==> src/rtl/l2_arb_pkg.sv <==
// Shared types and the rotating-priority search used by the L2 port arbiter and the L2 MSHR.
// The search is sized for up to MAX_REQ clients; callers zero-pad narrower request vectors.
package l2_arb_pkg;

    localparam int unsigned MAX_REQ = 8;
    localparam int unsigned IDX_W   = 3;

    typedef enum logic {
        IDLE,
        GNT
    } grant_state_t;

    typedef enum logic [1:0] {
        F_IDLE,
        F_WAIT,
        F_L2
    } flush_state_t;

    typedef struct packed {
        logic             found;
        logic [IDX_W-1:0] idx;
    } rr_pick_t;

    // First set bit of pending, scanning from (last+1) mod n upward with wrap.
    function automatic rr_pick_t rr_pick(input logic [MAX_REQ-1:0] pending,
                                         input logic [IDX_W-1:0]   last,
                                         input int unsigned        n);
        rr_pick_t    r;
        int unsigned c;
        r = '0;
        for (int unsigned k = 1; k <= MAX_REQ; k++) begin
            if (k <= n) begin
                c = (32'(last) + k) % n;
                if (!r.found && pending[c[IDX_W-1:0]]) begin
                    r.found = 1'b1;
                    r.idx   = c[IDX_W-1:0];
                end
            end
        end
        return r;
    endfunction

endpackage

==> src/rtl/rr_priority_pick.sv <==
// Rotating priority encoder: picks the first requester after 'last', wrapping at N_REQ.
// Purely combinational; no backpressure of its own.
module rr_priority_pick
    import l2_arb_pkg::*;
#(
    parameter int N_REQ = 2,
    localparam int GW = $clog2(N_REQ)
) (
    input  logic [N_REQ-1:0] req,
    input  logic [GW-1:0]    last,
    output logic [GW-1:0]    idx,
    output logic             found
);

    rr_pick_t pick;

    always_comb begin
        pick  = rr_pick(MAX_REQ'(req), IDX_W'(last), N_REQ);
        idx   = GW'(pick.idx);
        found = pick.found;
    end

endmodule

==> src/rtl/l2_port_arbiter.sv <==
// Round-robin arbiter for N_REQ L1 clients onto one L2 port, plus flush aggregation into one L2 flush.
// Latency: request pulse to l2_req_valid 1 cycle; response routed back combinationally.
// Backpressure: one L2 transaction outstanding; l2_req_valid holds until l2_req_ack; grants stall in the L2 flush.
module l2_port_arbiter
    import l2_arb_pkg::*;
#(
    parameter int N_REQ  = 2,
    parameter int ADDR_W = 32,
    parameter int DATA_W = 128,
    parameter int OPC_W  = 4
) (
    input  logic                    clk,
    input  logic                    reset_n,
    input  logic [N_REQ-1:0]        req_valid,
    input  logic [N_REQ*ADDR_W-1:0] req_addr,
    input  logic [N_REQ*OPC_W-1:0]  req_opcode,
    input  logic [N_REQ*DATA_W-1:0] req_store_data,
    output logic [N_REQ-1:0]        rsp_valid,
    output logic [DATA_W-1:0]       rsp_load_data,
    output logic                    l2_req_valid,
    input  logic                    l2_req_ack,
    output logic [ADDR_W-1:0]       l2_req_addr,
    output logic [OPC_W-1:0]        l2_req_opcode,
    output logic [DATA_W-1:0]       l2_req_store_data,
    input  logic                    l2_rsp_valid,
    input  logic [DATA_W-1:0]       l2_rsp_load_data,
    input  logic [N_REQ-1:0]        flush_req,
    input  logic [N_REQ-1:0]        flush_complete,
    output logic                    l2_flush_req,
    input  logic                    l2_flush_complete,
    output logic                    in_flush_mode,
    output logic                    proto_err
);

    localparam int GW = $clog2(N_REQ);
    localparam logic [GW-1:0] LAST_RST = GW'(N_REQ - 1);

    grant_state_t     gstate, gstate_nxt;
    flush_state_t     fstate, fstate_nxt;
    logic [N_REQ-1:0] pending, pending_nxt, pending_cap;
    logic [N_REQ-1:0] done_mask, done_mask_nxt;
    logic [N_REQ-1:0] gnt_mask, req_err_mask;
    logic [GW-1:0]    gnt, gnt_nxt, last_gnt, last_gnt_nxt, pick_idx;
    logic             pick_found, grant_blocked, l2_req_valid_nxt, proto_err_nxt;

    // A pulse from a client that is already queued or being served is dropped, not re-queued.
    assign gnt_mask     = (gstate == GNT) ? (N_REQ'(1) << gnt) : '0;
    assign req_err_mask = req_valid & (pending | gnt_mask);
    assign pending_cap  = pending | (req_valid & ~req_err_mask);

    rr_priority_pick #(.N_REQ(N_REQ)) u_pick (
        .req   (pending_cap),
        .last  (last_gnt),
        .idx   (pick_idx),
        .found (pick_found)
    );

    assign l2_req_addr       = req_addr[int'(gnt)*ADDR_W +: ADDR_W];
    assign l2_req_opcode     = req_opcode[int'(gnt)*OPC_W +: OPC_W];
    assign l2_req_store_data = req_store_data[int'(gnt)*DATA_W +: DATA_W];
    assign rsp_load_data     = l2_rsp_load_data;
    assign rsp_valid         = l2_rsp_valid ? gnt_mask : '0;
    assign in_flush_mode     = (fstate != F_IDLE);
    assign grant_blocked     = (fstate == F_L2) || l2_flush_req;

    always_comb begin
        gstate_nxt       = gstate;
        pending_nxt      = pending_cap;
        gnt_nxt          = gnt;
        last_gnt_nxt     = last_gnt;
        l2_req_valid_nxt = l2_req_valid;
        case (gstate)
            IDLE: begin
                if (!grant_blocked && pick_found) begin
                    gnt_nxt          = pick_idx;
                    last_gnt_nxt     = pick_idx;
                    pending_nxt      = pending_cap & ~(N_REQ'(1) << pick_idx);
                    l2_req_valid_nxt = 1'b1;
                    gstate_nxt       = GNT;
                end
            end
            GNT: begin
                if (l2_req_ack) begin
                    l2_req_valid_nxt = 1'b0;
                end
                if (l2_rsp_valid) begin
                    l2_req_valid_nxt = 1'b0;
                    gstate_nxt       = IDLE;
                end
            end
            default: gstate_nxt = IDLE;
        endcase
    end

    // Clients not taking part in a flush count as already done.
    always_comb begin
        fstate_nxt    = fstate;
        done_mask_nxt = done_mask;
        l2_flush_req  = 1'b0;
        case (fstate)
            F_IDLE: begin
                if (|flush_req) begin
                    done_mask_nxt = ~flush_req | flush_complete;
                    fstate_nxt    = F_WAIT;
                end
            end
            F_WAIT: begin
                done_mask_nxt = done_mask | flush_complete;
                if (&done_mask_nxt) begin
                    l2_flush_req = 1'b1;
                    fstate_nxt   = F_L2;
                end
            end
            F_L2: begin
                if (l2_flush_complete) begin
                    done_mask_nxt = '0;
                    fstate_nxt    = F_IDLE;
                end
            end
            default: fstate_nxt = F_IDLE;
        endcase
    end

    assign proto_err_nxt = proto_err
                         | (|req_err_mask)
                         | (l2_rsp_valid && (gstate == IDLE))
                         | ((|flush_req) && (fstate != F_IDLE));

    always_ff @(posedge clk or negedge reset_n) begin
        if (!reset_n) begin
            gstate       <= IDLE;
            pending      <= '0;
            gnt          <= '0;
            last_gnt     <= LAST_RST;
            l2_req_valid <= 1'b0;
            proto_err    <= 1'b0;
            fstate       <= F_IDLE;
            done_mask    <= '0;
        end else begin
            gstate       <= gstate_nxt;
            pending      <= pending_nxt;
            gnt          <= gnt_nxt;
            last_gnt     <= last_gnt_nxt;
            l2_req_valid <= l2_req_valid_nxt;
            proto_err    <= proto_err_nxt;
            fstate       <= fstate_nxt;
            done_mask    <= done_mask_nxt;
        end
    end

endmodule

==> config.mk <==
export PLATFORM = sky130hd
export DESIGN_NAME = l2_port_arbiter
export DESIGN_NICKNAME = d
export VERILOG_FILES = /design/src/rtl/l2_arb_pkg.sv /design/src/rtl/rr_priority_pick.sv /design/src/rtl/l2_port_arbiter.sv
export SDC_FILE = /design/constraint.sdc
export NUM_CORES = 1
export LEC_CHECK = 0
export CAP_MARGIN = 20
export CORE_AREA = 5 5 293 295
export DETAILED_ROUTE_END_ITERATION = 6
export DIE_AREA = 0 0 298 300
export GPL_ROUTABILITY_DRIVEN = 0
export GPL_TIMING_DRIVEN = 0
export PLACE_DENSITY_LB_ADDON = 0.1
export SLEW_MARGIN = 20
export SYNTH_ARGS = -nofsm -noshare
export SYNTH_HDL_FRONTEND = slang
export SYNTH_SLANG_ARGS = --single-unit
==> constraint.sdc <==
create_clock -name clk -period 1.6 [get_ports clk]
set_input_delay 0.32 -clock clk [delete_from_list [all_inputs] [get_ports clk]]
set_output_delay 0.32 -clock clk [all_outputs]
set_load 0.02 [all_outputs]
==> results.cfg <==
[setup_path]
cp_num_buf_inv = 4
crit_path_cell_trace = buf_12, buf_12, clkbuf_16, mux2_4, buf_6
crit_arrival_ns = 1.76
endpoint_kind = output port
crit_top_cell = buf_12
crit_fanout = 8
cp_slowest_cell = dfrtp_4
critPathRequiredTime_ns = 1.28
critPathTopFamily = buffers and inverters
cpPeakStageDelay_ns = 0.53
start_kind = register
critPathKind = reg2out

[power]
max-vdd-ir-drop_uv = 562
p_leak_nw = 5.48
pwr_density_cell_nw_per_um2 = 1220

[timing]
relSlewSlack_pct = 61.3
clock_skew_ns = 0.00208
setup_viol = 169
final.setup.worst_slack_ns = -0.482
finalCritPeriodShare_pct = 130
tightest_slew_ns = 0.579
rsz0062_at_grt = yes
whs_ns = 0.454
fmax_ghz = 0.480
final_max_slew_viol_count = 0
layout_min_cycle_time_ns = 2.08
fin_tns_setup_ns = -62.06
hold_viol = 0

[clock_network]
clock_tree.root_cell = clkbuf_16
cts-buffers-inserted = 3
cts.sinks = 11
clockBufferDepth = 2
path_clk_slew_ns = 0.04
h-tree-depth = 1
hold_buffers = 0
tritoncts = yes
insertion_delay_ns = 0.24

[die]
dieArea_um2 = 89400
core_um2 = 82900
initial_core_util_pct = 4.33
die_h_um = 300
die_x_um = 298
io_pins = 765
rows = 106

[detailed_routing]
antenna_left = 0
drc_errors = 0
wire_per_inst_um = 18.9
dr.pass1.iters = 4
totalWireLength_um = 41000
vias = 5603
drtIter0Drc = 168
viasPerCell = 2.59

[synthesis]
synthArstFlopShare_pct = 100
syn_inst = 378
synth_ff_type = dfrtp_1
yosysTopAreaCell = mux2_2
synthesis.nets = 849
synth_cell_types = 32
avgSynthCellArea_um2 = 9.49
ys_seq_area_share_pct = 7.71
synth_edf_count = 0
syn_area_um2 = 3590
yosys_register_bits = 11
synth_top_area_share_pct = 51.8
yosys_warnings = 0
synth.area.top_cells = mux2_2 (52%), buf_4 (27%), dfrtp_1 (7.0%)

[run_status]
violations = setup timing
status = finished, violations left

[global_route]
grt_max_degree = 12
grt_pass1_wl_um = 50700
grt_usage_pct = 7.93
grt_pass1_vias = 5852
grt-ovfl-total = 0
met2_usage_pct = 14.7
grt.busiest_layer = met2
grt_util_met3_pct = 3.49
grt_util_met1_pct = 8.76
grt_antenna_before_repair = 16

[cells_and_area]
final_util_pct = 15.6
layout-drive-gt1-share_pct = 52.2
synthToLayoutAreaGrowth_pct = 260
nets = 1554

[flow_run]
cap_violations = 0

[placement]
port_buffers = 636
dpl.hpwl_um = 36000

[worst_hold_path]
hp-class = in2async
[Yosys cell counts, types with 2 or more instances]
cell type,n
o22ai_1,3
a21o_1,3
buf_6,2
o22a_1,2
dfrtp_1,10
nand2b_1,5
ha_1,4
inv_1,6
mux2_2,165
a21oi_1,4
nor2_1,8
buf_2,16
buf_4,128
nand2_1,3
o21ai_0,2
[state kept, by name, indices dropped and copies added (netlist names)]
signal	cells
l2_req_valid	1
last_gnt	1
pending	2
done_mask	2
proto_err	1
fstate	2
gstate	1
gnt	1
[metal layers]
layer	vias to the layer above	wire length (um)	share of wire, %
met1	2584	15500	38
met3	28	3950	9.6
li1	2617	-	-
met5	-	70	0.17
met4	12	207	0.51
met2	362	21300	52
[timing repair]
| action | in CTS | in global routing |
|---|---|---|
| gates cloned | 3 | 10 |
| setup endpoints to repair | 174 | 178 |
| setup buffers | 9 | 43 |
| gates resized for setup | 681 | 519 |
| pin swaps | 0 | 5 |
[kinds of logic (layout without fill, tap and decap cells)]
kind of cell	Yosys count	after routing	synth area share, %
AND/OR/NAND/NOR	21	21	3.03
AO/OA/AOI/OAI	24	24	5.51
multiplexers	166	166	52.1
adder cells (fa/ha/maj)	4	4	1.40
other	0	3	0
buffers and inverters	152	856	30.3
flip-flops	11	11	7.71
[layout by cell type, fill, tap and decap left out, types with 4 or more instances in the layout]
cell type | Yosys | routed
clkdlybuf4s50_1 | 0 | 466
buf_4 | 128 | 156
buf_6 | 2 | 139
mux2_4 | 0 | 107
mux2_2 | 165 | 58
buf_2 | 16 | 41
buf_12 | 0 | 21
clkbuf_16 | 0 | 13
dfrtp_1 | 10 | 8
nor2_1 | 8 | 6
nand2b_1 | 5 | 5
inv_1 | 6 | 4
clkbuf_2 | 0 | 4
[worst paths after layout]
| check | from | to | slack [ns] | cells past startpoint |
|---|---|---|---|---|
| min in group clk | l2_req_valid | l2_req_valid | 0.47 | 1 |
| min reg2reg | l2_req_valid | l2_req_valid | 0.47 | 1 |
| max | gnt | l2_req_addr[31] | -0.48 | 5 |
| max in group asynchronous | reset_n | gnt | 0.71 | 1 |
| min | reset_n | done_mask[1] | 0.45 | 1 |
| max reg2reg | fstate[0] | fstate[0] | -0.04 | 6 |
[final cells by class]
| cell class | count | area, um^2 |
|---|---|---|
| fill | 9349 | 70000 |
| timing repair buffer | 700 | 7130 |
| multi-input combinational | 215 | 2700 |
| tap | 1080 | 1350 |
| buffer | 146 | 1330 |
| sequential | 11 | 282 |
| clock buffer | 4 | 78.8 |
| inverter | 6 | 22.5 |
| antenna | 3 | 7.51 |
[power breakdown]
| part | leakage, nW | switching [mW] | internal (mW) | total [mW] |
|---|---|---|---|---|
| clock network | 0.0382 | 0.124 | 0.335 | 0.458 |
| registers | 0.122 | 0.178 | 0.438 | 0.617 |
| logic | 5.32 | 6.26 | 8.47 | 14.7 |
[through the flow]
step / power, mW / setup WS, ns / instances / cell area (um^2)
after floorplan: 6.11 / 0.0274 / 378 / 3590
after global placement: 11.5 / -1.32 / 2094 / 11300
after detailed placement: 11.4 / -1.40 / 2094 / 11300
after CTS: 12.7 / -0.610 / 2110 / 11600
after global routing: 16.8 / -0.533 / 2164 / 12900
final: 15.8 / -0.482 / 2165 / 12900
(Power assumes the default switching activity.)
